[config.mk]
export PLATFORM = sky130hd
export DESIGN_NAME = angle_shoot_gen
export DESIGN_NICKNAME = d
export VERILOG_FILES = /design/src/rtl/angle_shoot_gen.sv
export SDC_FILE = /design/constraint.sdc
export NUM_CORES = 1
export LEC_CHECK = 0
export CAP_MARGIN = 0
export CORE_MARGIN = 10
export CORE_UTILIZATION = 35
export DETAILED_ROUTE_END_ITERATION = 12
export SYNTH_ARGS = -nofsm -noshare
export SYNTH_HDL_FRONTEND = slang
export SYNTH_SLANG_ARGS = --single-unit
[constraint.sdc]
create_clock -name clk -period 2.3 [get_ports clk]
set_input_delay 0.46 -clock clk [delete_from_list [all_inputs] [get_ports clk]]
set_output_delay 0.46 -clock clk [all_outputs]
set_load 0.005 [all_outputs]
[src/rtl/angle_shoot_gen.sv]
`default_nettype none
// ============================================================================
// Module : angle_shoot_gen
// Brief  : Phase-accumulator angle/shoot reference for the modulator, with a
//          double-buffered step and a sync re-zero for multi-module alignment.
// Rev    : 1.0  initial release
// ============================================================================
module angle_shoot_gen #(
    parameter int          CLK_PER_SHOOT = 100,
    parameter int          SHOOT_LEN     = 50,
    parameter int          ACC_WIDTH     = 24,
    parameter logic [11:0] ANGLE_OFFSET  = 12'd0
) (
    input  logic                 clk,
    input  logic                 reset,
    input  logic                 enable,
    input  logic [ACC_WIDTH-1:0] step_in,
    input  logic                 step_load,
    input  logic                 sync_in,
    output logic [11:0]          angle,
    output logic                 shoot,
    output logic                 wrap
);

    localparam int TICK_W = $clog2(CLK_PER_SHOOT);
    localparam int SCNT_W = $clog2(SHOOT_LEN + 1);
    localparam logic [TICK_W-1:0] TICK_LAST = TICK_W'(CLK_PER_SHOOT - 1);
    localparam logic [SCNT_W-1:0] SCNT_INIT = SCNT_W'(SHOOT_LEN - 1);

    typedef enum logic [0:0] {
        IDLE = 1'b0,
        RUN  = 1'b1
    } state_t;

    state_t               state;
    logic [ACC_WIDTH-1:0] acc;
    logic [ACC_WIDTH-1:0] step_active;
    logic [ACC_WIDTH-1:0] step_pending;
    logic [TICK_W-1:0]    tick;
    logic [SCNT_W-1:0]    shoot_cnt;
    logic [ACC_WIDTH:0]   acc_sum;
    logic [11:0]          angle_next;

    // The extra top bit of the sum is the carry that drives wrap.
    assign acc_sum    = {1'b0, acc} + {1'b0, step_active};
    assign angle_next = acc_sum[ACC_WIDTH-1 -: 12] + ANGLE_OFFSET;

    always_ff @(posedge clk) begin
        if (reset) begin
            state        <= IDLE;
            acc          <= '0;
            step_active  <= '0;
            step_pending <= '0;
            tick         <= '0;
            shoot_cnt    <= '0;
            angle        <= '0;
            shoot        <= 1'b0;
            wrap         <= 1'b0;
        end else begin
            if (step_load) begin
                step_pending <= step_in;
            end

            case (state)
                IDLE: begin
                    tick      <= '0;
                    shoot_cnt <= '0;
                    shoot     <= 1'b0;
                    wrap      <= 1'b0;
                    if (sync_in) begin
                        acc   <= '0;
                        angle <= ANGLE_OFFSET;
                    end
                    if (enable) begin
                        state <= RUN;
                    end
                end

                RUN: begin
                    if (!enable) begin
                        // Dropping enable beats sync and terminal count alike.
                        state     <= IDLE;
                        tick      <= '0;
                        shoot_cnt <= '0;
                        shoot     <= 1'b0;
                        wrap      <= 1'b0;
                    end else if (sync_in) begin
                        acc       <= '0;
                        tick      <= '0;
                        shoot_cnt <= '0;
                        shoot     <= 1'b0;
                        wrap      <= 1'b0;
                        angle     <= ANGLE_OFFSET;
                    end else begin
                        wrap <= 1'b0;
                        if (tick == TICK_LAST) begin
                            tick        <= '0;
                            acc         <= acc_sum[ACC_WIDTH-1:0];
                            angle       <= angle_next;
                            shoot       <= 1'b1;
                            shoot_cnt   <= SCNT_INIT;
                            wrap        <= acc_sum[ACC_WIDTH];
                            step_active <= step_pending;
                        end else begin
                            tick <= tick + TICK_W'(1);
                            if (shoot) begin
                                if (shoot_cnt == '0) begin
                                    shoot <= 1'b0;
                                end else begin
                                    shoot_cnt <= shoot_cnt - SCNT_W'(1);
                                end
                            end
                        end
                    end
                end

                default: begin
                    state <= IDLE;
                end
            endcase
        end
    end

endmodule
`default_nettype wire
==> insert_results.sql <==
INSERT INTO impl_metrics (metric_group, metric, value, unit) VALUES
('yosys', 'netlist_instances', '538', ''),
('global_route', 'overflow', '0', ''),
('power_and_ir_drop', 'clock_power_share', '49.5', '%'),
('worst_setup_path', 'data_arrival_time_of_the_worst_path', '2410', 'ps'),
('yosys', 'postSynthRegisterBits', '88', ''),
('global_route', 'grt_util_all_layers', '12.05', '%'),
('run_status', 'run_status', 'finished, final reports clean', ''),
('timing', 'drv_slew', '0', ''),
('timing', 'timing.max_slew.rel_slack', '71.64', '%'),
('timing', 'setup_tns', '0', 'ps'),
('yosys', 'synthesis.yosys.warnings', '0', ''),
('power_and_ir_drop', 'intPower', '2.693', 'mW'),
('yosys', 'synth_compound_area_share', '21.09', '%'),
('final_layout', 'n_fill_cell', '1341', ''),
('yosys', 'main_combinational_cell_family_by_area_after_synthesis', 'compound AO/OA/AOI/OAI gates', ''),
('clock_tree', 'clk_pin_slew', '70', 'ps'),
('die', 'dieWidth', '136.7', 'um'),
('worst_setup_path', 'crit_fanout', '3', ''),
('power_and_ir_drop', 'vdd.ir_drop.worst', '0.3753', 'mV'),
('final_layout', 'layout-drive-gt1-share', '16.93', '%'),
('die', 'fp.coreArea', '13300', 'sq um'),
('global_route', 'grt_pass1_wl', '18.41', 'mm'),
('power_and_ir_drop', 'p_switching', '0.7038', 'mW'),
('drt', 'detail-route-antenna-nets', '0', ''),
('power_and_ir_drop', 'p_leak', '2.260', 'nW'),
('power_and_ir_drop', 'netSwitchingFraction', '20.72', '%'),
('final_layout', 'area_growth', '19.10', '%'),
('die', 'floorplan.io_pins', '43', ''),
('worst_setup_path', 'required_time_at_the_worst_slack_endpoint', '2540', 'ps'),
('power_and_ir_drop', 'comb_power_share', '4.4', '%'),
('timing', 'grt_setup_unrepaired', 'false', ''),
('drt', 'wire_per_inst', '14.19', 'um'),
('yosys', 'synth_edf_count', '0', ''),
('yosys', 'yosys.area_share.adder', '7.512', '%'),
('die', 'fp-row-count', '42', ''),
('yosys', 'netlist-cell-type-count', '52', ''),
('clock_tree', 'cts-buffers-inserted', '9', ''),
('run', 'cap_viol_max_count', '0', ''),
('worst_setup_path', 'criticalPathCategory', 'flip-flop to flip-flop', ''),
('yosys', 'syn_area', '4763', 'sq um'),
('clock_tree', 'clock_insertion_delay_worst_skew', '340', 'ps'),
('worst_setup_path', 'startpoint_type', 'flip-flop', ''),
('worst_hold_path', 'hp-class', 'flip-flop to flip-flop', ''),
('worst_setup_path', 'critPathMaxStageDelay', '380', 'ps'),
('timing', 'finalCritPeriodShare', '94.19', '%'),
('drt', 'detail_route.vias_per_cell', '5.094', ''),
('power_and_ir_drop', 'p_seq_share', '46.2', '%'),
('global_route', 'pin_count_of_the_biggest_net_entering_global_routing', '37', ''),
('clock_tree', 'clock-root-buffer', 'clkbuf_16', ''),
('worst_setup_path', 'crit_chain', 'ha_1, fa_2, a211oi_2, o21ai_1, nand3_2, a21oi_1, or3_1, a32o_1', ''),
('timing', 'timing.fmax', '0.4616', 'GHz'),
('power_and_ir_drop', 'power_density', '598.7', 'nW/um^2'),
('clock_tree', 'cts-hold-fix-buffers', '0', ''),
('timing', 'final_hold_viol_count', '0', ''),
('global_route', 'first_global_vias', '3858', ''),
('place', 'place_congestion', '0.8641', ''),
('place', 'post-dp-hpwl', '8.362', 'mm'),
('clock_tree', 'postCtsSetupRepairBufs', '0', ''),
('clock_tree', 'tritoncts', 'done', ''),
('timing', 'setup-violations-final', '0', ''),
('die', 'initial_utilization', '35.83', '%'),
('clock_tree', 'cts_h_tree_depth', '3', ''),
('timing', 'post-route-min-period', '2166', 'ps'),
('final_layout', 'antenna-diode-count', '0', ''),
('place', 'buffer_ports.inserted', '42', ''),
('final_layout', 'final_common_cell', 'dfxtp_1', ''),
('clock_tree', 'buffers_from_clock_root_to_sink_at_most', '2', ''),
('yosys', 'net_count_of_the_mapped_netlist', '595', ''),
('worst_setup_path', 'worstPathBufferInverterCount', '0', ''),
('yosys', 'synth-simple-area-share', '19.36', '%'),
('die', 'fp.dieArea', '18680', 'sq um');
-- worst paths after layout --
kind | start | endpoint | slack (ps) | cells past startpoint
max | acc[0] | angle[8] | 130 | 8
min | tick[0] | tick[0] | 440 | 1
max reg2reg | acc[0] | angle[8] | 130 | 8
min reg2reg | tick[0] | tick[0] | 440 | 1
-- per-stage QoR --
stage	power (mW)	util, %	setup WS (ps)	instances	area [sq um]
floorplan	1.677	-	125.2	538	4763
global placement	1.749	40.02	63.68	739	5320
detailed placement	1.753	40.02	34.08	739	5320
CTS	3.439	42.61	22.55	755	5665
global route	3.511	42.67	18.60	755	5673
finish	3.396	42.67	133.7	755	5673
-- area by class of cell --
class	count	area (sq um)	share of cell area, %
Multi-Input combinational cell	403	2726	48.06
Timing Repair Buffer	63	585.6	10.32
Clock inverter	7	120.1	2.117
Sequential cell	88	1762	31.05
Clock buffer	9	225.2	3.970
Tap cell	176	220.2	3.882
Inverter	9	33.78	0.5955
-- synthesized netlist by cell type (all sizes together) (2+ instances only) --
| cell | number | share of area [%] |
|---|---|---|
| a211o | 2 | 0.37 |
| a211oi | 6 | 1.3 |
| a21o | 17 | 2.7 |
| a21oi | 59 | 8.3 |
| a22oi | 2 | 0.32 |
| a31oi | 7 | 1.2 |
| a32o | 4 | 0.84 |
| and3 | 11 | 1.4 |
| buf | 28 | 4.4 |
| clkbuf | 10 | 0.81 |
| dfxtp | 88 | 37 |
| ha | 27 | 7.1 |
| inv | 9 | 0.71 |
| mux2i | 25 | 5.3 |
| nand2 | 84 | 7.7 |
| nand2b | 4 | 0.53 |
| nand3 | 15 | 1.7 |
| nand4 | 9 | 1.2 |
| nor2 | 48 | 3.9 |
| nor3 | 4 | 0.42 |
| nor4 | 2 | 0.26 |
| o2111ai | 4 | 0.74 |
| o211ai | 5 | 0.79 |
| o21a | 4 | 0.63 |
| o21ai | 21 | 2.2 |
| o21bai | 2 | 0.32 |
| o31ai | 3 | 0.47 |
| or3 | 8 | 1.1 |
| xnor2 | 12 | 2.2 |
| xor2 | 9 | 1.7 |
-- per-layer routing --
metal / GRT usage [%] / vias up / part of all wire, %
li1: - / 1969 / -
met1: 15.56 / 1800 / 49
met3: 2.456 / 14 / 4.0
met5: 0 / - / 0
met2: 19.21 / 63 / 45
met4: 4.793 / 0 / 1.8
-- power by group through the flow --
stage / Clock, mW / Sequential [mW] / Combinational, mW
2_1_floorplan: 0 / 1.60 / 0.0796
3_3_place_gp: 0 / 1.60 / 0.147
3_5_place_dp: 0 / 1.60 / 0.151
4_1_cts: 1.72 / 1.57 / 0.151
5_1_grt: 1.78 / 1.57 / 0.163
6_report: 1.68 / 1.57 / 0.148
-- cells by family after synthesis --
logic type,count (synthesis)
AND/OR/NAND/NOR,189
buffers and inverters,47
AO/OA/AOI/OAI,140
multiplexers,25
adder cells (fa/ha/maj),28
flip-flops,88
XOR/XNOR,21
-- timing repair --
item | in CTS | in global routing
endpoints found under the hold margin | 0 | 0
gates resized for setup | 0 | 2
endpoints found under the setup margin | 0 | 2
-- state kept, by name, indices dropped and copies added, names as in the netlist --
signal and count:
shoot_cnt 6, wrap 1, state 1, acc 12
angle 12, shoot 1, step_active 24, step_pending 24
tick 7
Power figures use the tool's default switching activity.
